<file path="src/rtl/idu_pkg.sv">
// Shared types for the instruction decode stage: operation classes, immediate
// formats, RV32 major opcodes, the decoded-field bundle and the skid FSM states.
package idu_pkg;

  typedef enum logic [3:0] {
    OP_LUI     = 4'd0,
    OP_AUIPC   = 4'd1,
    OP_JAL     = 4'd2,
    OP_JALR    = 4'd3,
    OP_BRANCH  = 4'd4,
    OP_LOAD    = 4'd5,
    OP_STORE   = 4'd6,
    OP_OPIMM   = 4'd7,
    OP_OP      = 4'd8,
    OP_SYSTEM  = 4'd9,
    OP_ILLEGAL = 4'd10
  } op_e;

  typedef enum logic [2:0] {
    IMM_NONE = 3'd0,
    IMM_I    = 3'd1,
    IMM_S    = 3'd2,
    IMM_B    = 3'd3,
    IMM_U    = 3'd4,
    IMM_J    = 3'd5
  } imm_fmt_e;

  localparam logic [6:0] OPC_LUI    = 7'b0110111;
  localparam logic [6:0] OPC_AUIPC  = 7'b0010111;
  localparam logic [6:0] OPC_JAL    = 7'b1101111;
  localparam logic [6:0] OPC_JALR   = 7'b1100111;
  localparam logic [6:0] OPC_BRANCH = 7'b1100011;
  localparam logic [6:0] OPC_LOAD   = 7'b0000011;
  localparam logic [6:0] OPC_STORE  = 7'b0100011;
  localparam logic [6:0] OPC_OPIMM  = 7'b0010011;
  localparam logic [6:0] OPC_OP     = 7'b0110011;
  localparam logic [6:0] OPC_SYSTEM = 7'b1110011;

  // Skid FSM: EMPTY has nothing to present, ONE holds the output register,
  // FULL additionally holds the skid register and blocks fetch.
  typedef enum logic [1:0] {
    ST_EMPTY = 2'd0,
    ST_ONE   = 2'd1,
    ST_FULL  = 2'd2
  } state_e;

  typedef struct packed {
    op_e         op;
    logic [2:0]  funct3;
    logic        funct7b5;
    logic [4:0]  rs1;
    logic [4:0]  rs2;
    logic [4:0]  rd;
    logic [31:0] imm;
    logic        illegal;
  } dec_t;

  typedef struct packed {
    logic [31:0] pc;
    logic [31:0] inst;
    dec_t        dec;
  } entry_t;

  // Sign-extended immediate assembly for each instruction format.
  function automatic logic [31:0] imm_gen(imm_fmt_e fmt, logic [31:0] inst);
    logic [31:0] imm;
    case (fmt)
      IMM_I:   imm = {{20{inst[31]}}, inst[31:20]};
      IMM_S:   imm = {{20{inst[31]}}, inst[31:25], inst[11:7]};
      IMM_B:   imm = {{19{inst[31]}}, inst[31], inst[7], inst[30:25], inst[11:8], 1'b0};
      IMM_U:   imm = {inst[31:12], 12'b0};
      IMM_J:   imm = {{11{inst[31]}}, inst[31], inst[19:12], inst[20], inst[30:21], 1'b0};
      default: imm = 32'd0;
    endcase
    return imm;
  endfunction

endpackage

</file>
<file path="src/rtl/idu_decoder.sv">
// Pure combinational RV32I/RV32E field decoder. Any illegal condition
// (unknown opcode, non-32-bit encoding, or an RV32E register index >= 16 in a
// field the instruction actually uses) reports op=ILLEGAL with a zero immediate.
module idu_decoder
  import idu_pkg::*;
#(
  parameter int RVE = 1
) (
  input  logic [31:0] inst,
  output dec_t        dec
);

  op_e      op_raw;
  imm_fmt_e fmt;
  logic     use_rd;
  logic     use_rs1;
  logic     use_rs2;
  logic     unknown;
  logic     rve_bad;
  logic     illegal;

  // Classify the major opcode and record which register fields it reads/writes.
  always_comb begin
    op_raw  = OP_ILLEGAL;
    fmt     = IMM_NONE;
    use_rd  = 1'b0;
    use_rs1 = 1'b0;
    use_rs2 = 1'b0;
    unknown = 1'b0;
    case (inst[6:0])
      OPC_LUI:    begin op_raw = OP_LUI;    fmt = IMM_U; use_rd = 1'b1; end
      OPC_AUIPC:  begin op_raw = OP_AUIPC;  fmt = IMM_U; use_rd = 1'b1; end
      OPC_JAL:    begin op_raw = OP_JAL;    fmt = IMM_J; use_rd = 1'b1; end
      OPC_JALR:   begin op_raw = OP_JALR;   fmt = IMM_I; use_rd = 1'b1; use_rs1 = 1'b1; end
      OPC_BRANCH: begin op_raw = OP_BRANCH; fmt = IMM_B; use_rs1 = 1'b1; use_rs2 = 1'b1; end
      OPC_LOAD:   begin op_raw = OP_LOAD;   fmt = IMM_I; use_rd = 1'b1; use_rs1 = 1'b1; end
      OPC_STORE:  begin op_raw = OP_STORE;  fmt = IMM_S; use_rs1 = 1'b1; use_rs2 = 1'b1; end
      OPC_OPIMM:  begin op_raw = OP_OPIMM;  fmt = IMM_I; use_rd = 1'b1; use_rs1 = 1'b1; end
      OPC_OP:     begin op_raw = OP_OP;     use_rd = 1'b1; use_rs1 = 1'b1; use_rs2 = 1'b1; end
      OPC_SYSTEM: begin op_raw = OP_SYSTEM; fmt = IMM_I; use_rd = 1'b1; use_rs1 = 1'b1; end
      default:    unknown = 1'b1;
    endcase
  end

  // Combine illegal sources and produce the decoded bundle.
  always_comb begin
    rve_bad = (RVE != 0) && ((use_rd & inst[11]) | (use_rs1 & inst[19]) | (use_rs2 & inst[24]));
    illegal = unknown | (inst[1:0] != 2'b11) | rve_bad;

    dec          = '0;
    dec.op       = illegal ? OP_ILLEGAL : op_raw;
    dec.funct3   = inst[14:12];
    dec.funct7b5 = inst[30];
    dec.rs1      = inst[19:15];
    dec.rs2      = inst[24:20];
    dec.rd       = (op_raw == OP_BRANCH || op_raw == OP_STORE) ? 5'd0 : inst[11:7];
    dec.imm      = illegal ? 32'd0 : imm_gen(fmt, inst);
    dec.illegal  = illegal;
  end

endmodule

</file>
<file path="src/rtl/idu_decode_stage.sv">
// Decode stage between fetch and execute. Decode is combinational on in_inst and
// captured into a 2-entry registered skid buffer so in_ready is a flop output.
// Optional performance counters are built when IDU_PERF_CNT_EN is defined.
//
// Handshake: a transfer happens on a rising edge where valid and ready are both
// high; a producer holding valid keeps its data stable until that edge, and the
// output side keeps out_* stable while out_valid is high and out_ready is low.
module idu_decode_stage
  import idu_pkg::*;
#(
  parameter int XLEN = 32,
  parameter int RVE  = 1
) (
  input  logic            clk,
  input  logic            rst,
  input  logic            flush,
  input  logic            in_valid,
  output logic            in_ready,
  input  logic [XLEN-1:0] in_pc,
  input  logic [XLEN-1:0] in_inst,
  output logic            out_valid,
  input  logic            out_ready,
  output logic [XLEN-1:0] out_pc,
  output logic [XLEN-1:0] out_inst,
  output logic [3:0]      out_op,
  output logic [2:0]      out_funct3,
  output logic            out_funct7b5,
  output logic [4:0]      out_rs1,
  output logic [4:0]      out_rs2,
  output logic [4:0]      out_rd,
  output logic [XLEN-1:0] out_imm,
  output logic            out_illegal,
`ifdef IDU_PERF_CNT_EN
  output logic [63:0]     perf_decoded,
  output logic [63:0]     perf_stall,
`endif
  output logic [1:0]      dbg_state
);

  dec_t   dec;
  entry_t new_e;
  entry_t out_q, out_d;
  entry_t skid_q, skid_d;
  state_e state_q, state_d;
  logic   in_ready_q, in_ready_d;
  logic   accept;

  idu_decoder #(.RVE(RVE)) u_decoder (
    .inst (in_inst),
    .dec  (dec)
  );

  // Next-state and buffer load selection; flush overrides everything.
  always_comb begin
    accept     = in_valid & in_ready_q;
    new_e.pc   = in_pc;
    new_e.inst = in_inst;
    new_e.dec  = dec;
    state_d    = state_q;
    out_d      = out_q;
    skid_d     = skid_q;
    if (flush) begin
      state_d = ST_EMPTY;
    end else begin
      case (state_q)
        ST_EMPTY: begin
          if (accept) begin
            out_d   = new_e;
            state_d = ST_ONE;
          end
        end
        ST_ONE: begin
          if (accept && out_ready) begin
            out_d = new_e;
          end else if (accept) begin
            skid_d  = new_e;
            state_d = ST_FULL;
          end else if (out_ready) begin
            state_d = ST_EMPTY;
          end
        end
        ST_FULL: begin
          if (out_ready) begin
            out_d   = skid_q;
            state_d = ST_ONE;
          end
        end
        default: state_d = ST_EMPTY;
      endcase
    end
    in_ready_d = (state_d != ST_FULL);
  end

  // State, ready and buffer registers.
  always_ff @(posedge clk or posedge rst) begin
    if (rst) begin
      state_q    <= ST_EMPTY;
      in_ready_q <= 1'b1;
      out_q      <= '0;
      skid_q     <= '0;
    end else begin
      state_q    <= state_d;
      in_ready_q <= in_ready_d;
      out_q      <= out_d;
      skid_q     <= skid_d;
    end
  end

`ifdef IDU_PERF_CNT_EN
  logic [63:0] perf_decoded_q, perf_decoded_d;
  logic [63:0] perf_stall_q, perf_stall_d;

  // Handshake and stall counters; free-running, untouched by flush.
  always_comb begin
    perf_decoded_d = perf_decoded_q + 64'(out_valid & out_ready);
    perf_stall_d   = perf_stall_q + 64'(out_valid & ~out_ready);
  end

  // Counter registers.
  always_ff @(posedge clk or posedge rst) begin
    if (rst) begin
      perf_decoded_q <= 64'd0;
      perf_stall_q   <= 64'd0;
    end else begin
      perf_decoded_q <= perf_decoded_d;
      perf_stall_q   <= perf_stall_d;
    end
  end

  assign perf_decoded = perf_decoded_q;
  assign perf_stall   = perf_stall_q;
`endif

  assign in_ready     = in_ready_q;
  assign out_valid    = (state_q != ST_EMPTY);
  assign out_pc       = out_q.pc;
  assign out_inst     = out_q.inst;
  assign out_op       = out_q.dec.op;
  assign out_funct3   = out_q.dec.funct3;
  assign out_funct7b5 = out_q.dec.funct7b5;
  assign out_rs1      = out_q.dec.rs1;
  assign out_rs2      = out_q.dec.rs2;
  assign out_rd       = out_q.dec.rd;
  assign out_imm      = out_q.dec.imm;
  assign out_illegal  = out_q.dec.illegal;
  assign dbg_state    = state_q;

endmodule

</file>
<file path="config.mk">
export PLATFORM = sky130hd
export DESIGN_NAME = idu_decode_stage
export DESIGN_NICKNAME = d
export VERILOG_FILES = /design/src/rtl/idu_pkg.sv /design/src/rtl/idu_decoder.sv /design/src/rtl/idu_decode_stage.sv
export SDC_FILE = /design/constraint.sdc
export NUM_CORES = 1
export LEC_CHECK = 0
export ABC_AREA = 1
export CAP_MARGIN = 15
export CORE_MARGIN = 5
export CORE_UTILIZATION = 47
export DETAILED_ROUTE_END_ITERATION = 8
export GPL_ROUTABILITY_DRIVEN = 0
export GPL_TIMING_DRIVEN = 0
export PLACE_DENSITY = 0.77
export RECOVER_POWER = 100
export SYNTH_ARGS = -nofsm -noshare
export SYNTH_HDL_FRONTEND = slang
export SYNTH_SLANG_ARGS = --single-unit
</file>
<file path="constraint.sdc">
create_clock -name clk -period 5.94 [get_ports clk]
set_input_delay 0.594 -clock clk [delete_from_list [all_inputs] [get_ports clk]]
set_output_delay 0.594 -clock clk [all_outputs]
set_load 0.01 [all_outputs]
</file>
After elaboration in Yosys (flattened, before gate mapping)

Cells that the tools add are included.

Memory bits (read-only): 0
Input bits: 69
Bits in registers: 243
Logic and storage cells: 90
Latch bits: 0
Memory bits (writable): 0
Memories kept: 0
Output and inout bits: 124

Shifts and indexed selects: 0
Reduce and logical (&&, ||, !) cells: 13
$mul: 0
Add/sub/neg operators: 0
Bitwise gates (word level): 10
Div/mod/pow operators: 0
Order comparisons: 0
Equal/unequal tests: 24
Mux-type cells: 21

Operator list:

| operator             | number |
|---|---|
| $mux W120            | 3 |
| $pmux W120 S3        | 1 |
| $pmux W32 S5         | 1 |
| $pmux W4 S10         | 1 |
| $mux W32             | 1 |
| $eq A7 B7 Y1 const B | 4 |
| $eq A7 B6 Y1 const B | 3 |
| $pmux W3 S5          | 1 |
| $eq A7 B5 Y1 const B | 2 |
| $mux W2              | 6 |
| $ne A2 B2 Y1 const B | 5 |
| $reduce_or A10 Y1    | 1 |
| $eq A4 B3 Y1 const B | 2 |
| $reduce_or A8 Y1     | 1 |
| $eq A7 B2 Y1 const B | 1 |
| $reduce_or A7 Y1     | 1 |
| $eq A3 B2 Y1 const B | 2 |
| $eq A3 B3 Y1 const B | 2 |
| $pmux W2 S3          | 1 |
| $mux W5              | 1 |
| $reduce_and A5 Y1    | 1 |
| $and A1 B1 Y1        | 4 |
| $mux W1              | 4 |
| $mux W4              | 1 |
| 14 further kinds     | 18 |

Logic depth before layout (Yosys ltp)

Depth in word-level cells: 10
Depth in mapped cells: 16
Gate-level depth less buffers: 14

Cells and area by module

Synthesis repeated with hierarchy kept, for this count alone.

Cell total of the unflattened synthesis: 1657
Area, all modules: 12281.8 um^2

By module, submodules not included:

| module           | times used | area an instance (um^2) | cells an instance | seq. area each (um^2) |
|---|---|---|---|---|
| idu_decode_stage | 1          | 11214.5                 | 1462              | 6082.1 |
| idu_decoder      | 1          | 1067.3                  | 195               | 0.0 |

Least setup slack after synthesis

No wires, ideal clock.

Kind: input to register
Start: in in_inst[1]
End: reg out_q (netlist bit out_op[1])
Buffers on the path: 2
Data arrival time: 1813 ps
Setup time: 121 ps
Required time: 5819 ps
Stages: 14
Path slack: 4006 ps
Cell sequence: nand2_1 -> inv_2 -> nand2_2 -> inv_2 -> nand2_1 -> nand3_2 -> nand2_1 -> nand2_1 -> nor2_4 -> buf_6 -> buf_6 -> nand2_1 -> o21ai_1 -> nand2_1

Word-level cells in the longest chain between the ends: 10
Elaborated cells between the ends (all ways): 31
Those cells by class: eq/ne: 11; mux: 9; bitwise: 7; reduce/logical: 4

RTL lines:

| element                                                               | line                                           | RTL |
|---|---|---|
| start: declaration                                                    | idu_decode_stage.sv:20                         | `input logic [XLEN-1:0] in_inst,` |
| $eq A7 B6 Y1, or another cell as far along                            | idu_decoder.sv:30                              | `case (inst[6:0])` |
| $reduce_or A8 Y1 (no line) / $reduce_or A7 Y1 (equally long branches) | -                                              |  |
| $mux W1                                                               | idu_decoder.sv:30                              |  |
| $and A1 B1 Y1                                                         | idu_decoder.sv:47                              | `rve_bad = (RVE != 0) && ((use_rd & inst[11]) \| (use_rs1 & inst[19]) \| (use_rs2 & inst[24]));` |
| $or A1 B1 Y1 (2 in a row)                                             | idu_decoder.sv:47                              |  |
| $or A1 B1 Y1                                                          | idu_decoder.sv:48                              | `illegal = unknown \| (inst[1:0] != 2'b11) \| rve_bad;` |
| $mux W4 (*)                                                           | idu_decoder.sv:51                              | `dec.op = illegal ? OP_ILLEGAL : op_raw;` |
| $mux W120 (on tied branches)                                          | idu_decode_stage.sv:73, idu_decode_stage.sv:67 |  |
| $pmux W120 S3 (*)                                                     | idu_decode_stage.sv:65                         | `case (state_q)` |
| end signal: assignment                                                | idu_decode_stage.sv:104                        | `out_q <= out_d;` |
| end: declaration                                                      | idu_decode_stage.sv:42                         | `entry_t out_q, out_d;` |

Every way passes the cells marked *; elsewhere a longest branch is shown, timed or not. The select of a mux whose other input is x is not followed.
A chain may end at the register's enable or synchronous reset.

==> metrics.md <==
| Metric | Value |
|---|---|
| Status | finished with violations |
| Failing checks | max-capacitance violations, max-slew violations |
| PostCTS Resize Cnt | 0 |
| # IOs | between 150 and 200 |
| DR WL met3 | about 2300 um |
| Lkg Pwr | 6.59 nW |
| Detail Route Antenna Nets | 0 |
| Critical path's slowest cell | clkbuf_1 |
| Fmax | 0.312 GHz |
| Yosys reg bits | 215 |
| Post-synth top area share | 54.7% |
| CTS H-tree lvls | 1 |
| Final core utilization | around 63% |
| Max Cap Viol | 1 |
| Die width | 154 um |
| Commonest cells post-synth | nand2_1, o21ai_0, dfrtp_1, inv_1, nor2_1 |
| Worst-skew pair later-pin latency | about 0.52 ns |
| Nets | about 1.5k |
| Post-route cell area | around 13000 um^2 |
| CTS hold repair buffers | 0 |
| WL per Instance | around 17 um |
| Reg-to-Reg End | out_rd[0]$_DFFE_PP0P_ |
| Worst r2r path cells | 7 |
| # DRC | 0 |
| Hold crit path type | flop to flop |
| Crit-path max cell delay | approximately 1.7 ns |
| Placement Rows | 52 |
| Peak supply drop | between 0.15 and 0.2 mV |
| Post-synth EDFFs | 0 |
| Area growth from synthesis to layout | 31.1% |
| Final period util | between 50% and 60% |
| Drt first pass iters | 5 |
| CTS root buf | clkbuf_16 |
| Fin cells | approximately 1.7k |
| Fraction of layout cells with a size suffix above 1 | ~4.8% |
| Reg2Reg Setup Slack | ~3.2 ns |
| I/O Buffers | between 150 and 200 |
| Vias in the first global route | between 9k and 10k |
| Yosys warns | 0 |
| Critical path startpoint | rst |
| Top cells by area, synth | dfrtp_1, nand2_1, o21ai_0, inv_1, nor2_1 |
| Setup CP Type | input pin to asynchronous set/reset pin |
| Net count after synthesis | between 1k and 1.5k |
| Final hold violations | 0 |
| Crit path time final | 3.20 ns |
| TritonCTS Buffers | 23 |
| Critical path required time | slightly above 6 ns |
| Synth Cell Area | between 9000 and 10000 um^2 |
| Gr usage total | 24.4% |
| Die ar. | around 24000 um^2 |
| Starting DRT DRC Count | between 700 and 800 |
| Count leader, synth | nand2_1 |
| First-pass GRT wire length | between 40000 and 50000 um |
| Crit start category | input pin |
| Via-to-Cell Ratio | 5.27 |
| Cell taking the most area after synthesis | dfrtp_1 |
| Worst slew pin tran | between 2 and 2.5 ns |
| Total wire length | around 29000 um |
| CP arrival | between 3 and 4 ns |
| Clock sink count | ~220 |
| Crit end category | asynchronous set/reset pin |
| Max Used Layer | met5 |
| CP endpoint | skid_q[20]$_DFFE_PP0P_ |
| Ys flop type | dfrtp_1 |
| Die H | approximately 150 um |
| Core area | 20400 um^2 |
| Clk pin slew, worst setup/hold paths | 0.06 ns |
| Largest net degree at the start of global routing | 43 |
| Post-CTS repair timing setup buffer count | 0 |
| Layout Skew | 0.0170 ns |
| Synth cell types | 28 |
| Starting Density | around half |
| CTS tree | done |
| Final slew viol count | between 40 and 50 |
| RSZ-0062 raised after global routing | false |
| CTS max path bufs | 3 |
| Cell Area, Placed | between 10000 and 15000 um^2 |
| Grt ovf | 0 |
| Async S/R FF share, synth | between 90% and 100% |
| Cell Chain, Critical Path | dlygate4sd3_1, clkinvlp_2, clkbuf_1 |
| Fin Setup TNS | 0 ns |
| Met2 Wirelength | between 10000 and 15000 um |
| Maximum fanout along the worst path | between 40 and 50 |
| PD cells | roughly 310 nW/um^2 |
| Cells after Synth | ~1.2k |
| Fillers | 1769 |
| HPWL after DPL | around 21000 um |
| Post-placement cell count | around 1.7k |
| Routed met1 length | 12500 um |
| FF-to-FF Start | dbg_state[1]$_DFF_PP0_ |
| Via count | 9207 |
| Max transition margin | -49.0% |
| Sequential area share after synthesis | 54.9% |
| Design Power | about 4.0 mW |
| Initial antenna violation count | 2 |
| Mean Syn Cell Area | just under 8 um^2 |
| Endpoints failing setup | 0 |
## final cells by class
cell class,instances,area (um^2),area share [%]
sequential,215,5380,41.9
buffer,90,394,3.07
clock inverter,3,22.5,0.175
tap,270,338,2.63
clock buffer,39,726,5.65
antenna,1,2.50,0.0195
inverter,83,313,2.44
multi-input combinational,848,3670,28.5
timing repair buffer,198,2000,15.6
## worst min path at each step
stage,from,endpoint,cells past startpoint
6_report,out_pc[18]$_DFFE_PP0P_,out_pc[18]$_DFFE_PP0P_,2
5_1_grt,out_imm[8]$_DFFE_PP0P_,out_imm[8]$_DFFE_PP0P_,2
4_1_cts,skid_q[33]$_DFFE_PP0P_,skid_q[33]$_DFFE_PP0P_,2
3_5_place_dp,skid_q[33]$_DFFE_PP0P_,skid_q[33]$_DFFE_PP0P_,2
3_3_place_gp,skid_q[33]$_DFFE_PP0P_,skid_q[33]$_DFFE_PP0P_,2
2_1_floorplan,skid_q[33]$_DFFE_PP0P_,skid_q[33]$_DFFE_PP0P_,2
## cells by family after synthesis
| kind of cell | count (synthesis) | synth area share [%] |
|---|---|---|
| AND/OR/NAND/NOR | 557 | 22.5 |
| AO/OA/AOI/OAI | 291 | 15.1 |
| buffers and inverters | 173 | 7.46 |
| flip-flops | 215 | 54.9 |
## worst max-delay path, delay by kind of cell
family	cells	cell delay, ns
buffers and inverters	3	2.72
## power by group
group	internal (mW)	switching [mW]	total (mW)
registers	1.71	0.116	1.83
logic	0.351	0.405	0.755
clock network	0.830	0.570	1.40
## metrics by stage
stage,hold slack [ns],setup WS [ns]
5_1_grt,0.499,2.01
3_3_place_gp,0.458,0.875
3_5_place_dp,0.464,2.94
4_1_cts,0.479,3.43
6_report,0.475,2.74
2_1_floorplan,0.447,2.55
## sequential cells by signal, indices dropped and copies added (netlist names)
signal	cells
dbg_state	2
out_rd	5
out_illegal	1
out_inst	32
out_op	4
in_ready	1
out_pc	32
out_imm	32
skid_q	106
## cells in the final DEF (no fill, tap or decap), types with 2 or more instances in the layout
cell               n
buf_12             2
nand3_2            2
o21ai_1            8
clkbuf_1          82
inv_1             77
clkbuf_8           9
inv_2              5
o31ai_1            5
nor2_4             3
nand3_1           23
buf_2              3
clkdlybuf4s50_1   64
buf_4             14
o21ai_0          263
a21oi_1           10
o221ai_1           2
inv_6              2
nor2_1            77
dlygate4sd3_1    128
nor3_1             3
dfrtp_1          214
clkbuf_16         23
nand2_2            2
nand4_1            3
nand2_1          441
## per-layer routing
metal	vias up	GRT usage, %
li1	4382	-
met4	2	8.54
met3	81	5.03
met2	378	38.3
met1	4364	33.9
met5	-	0
Power figures use the tool's default switching activity.
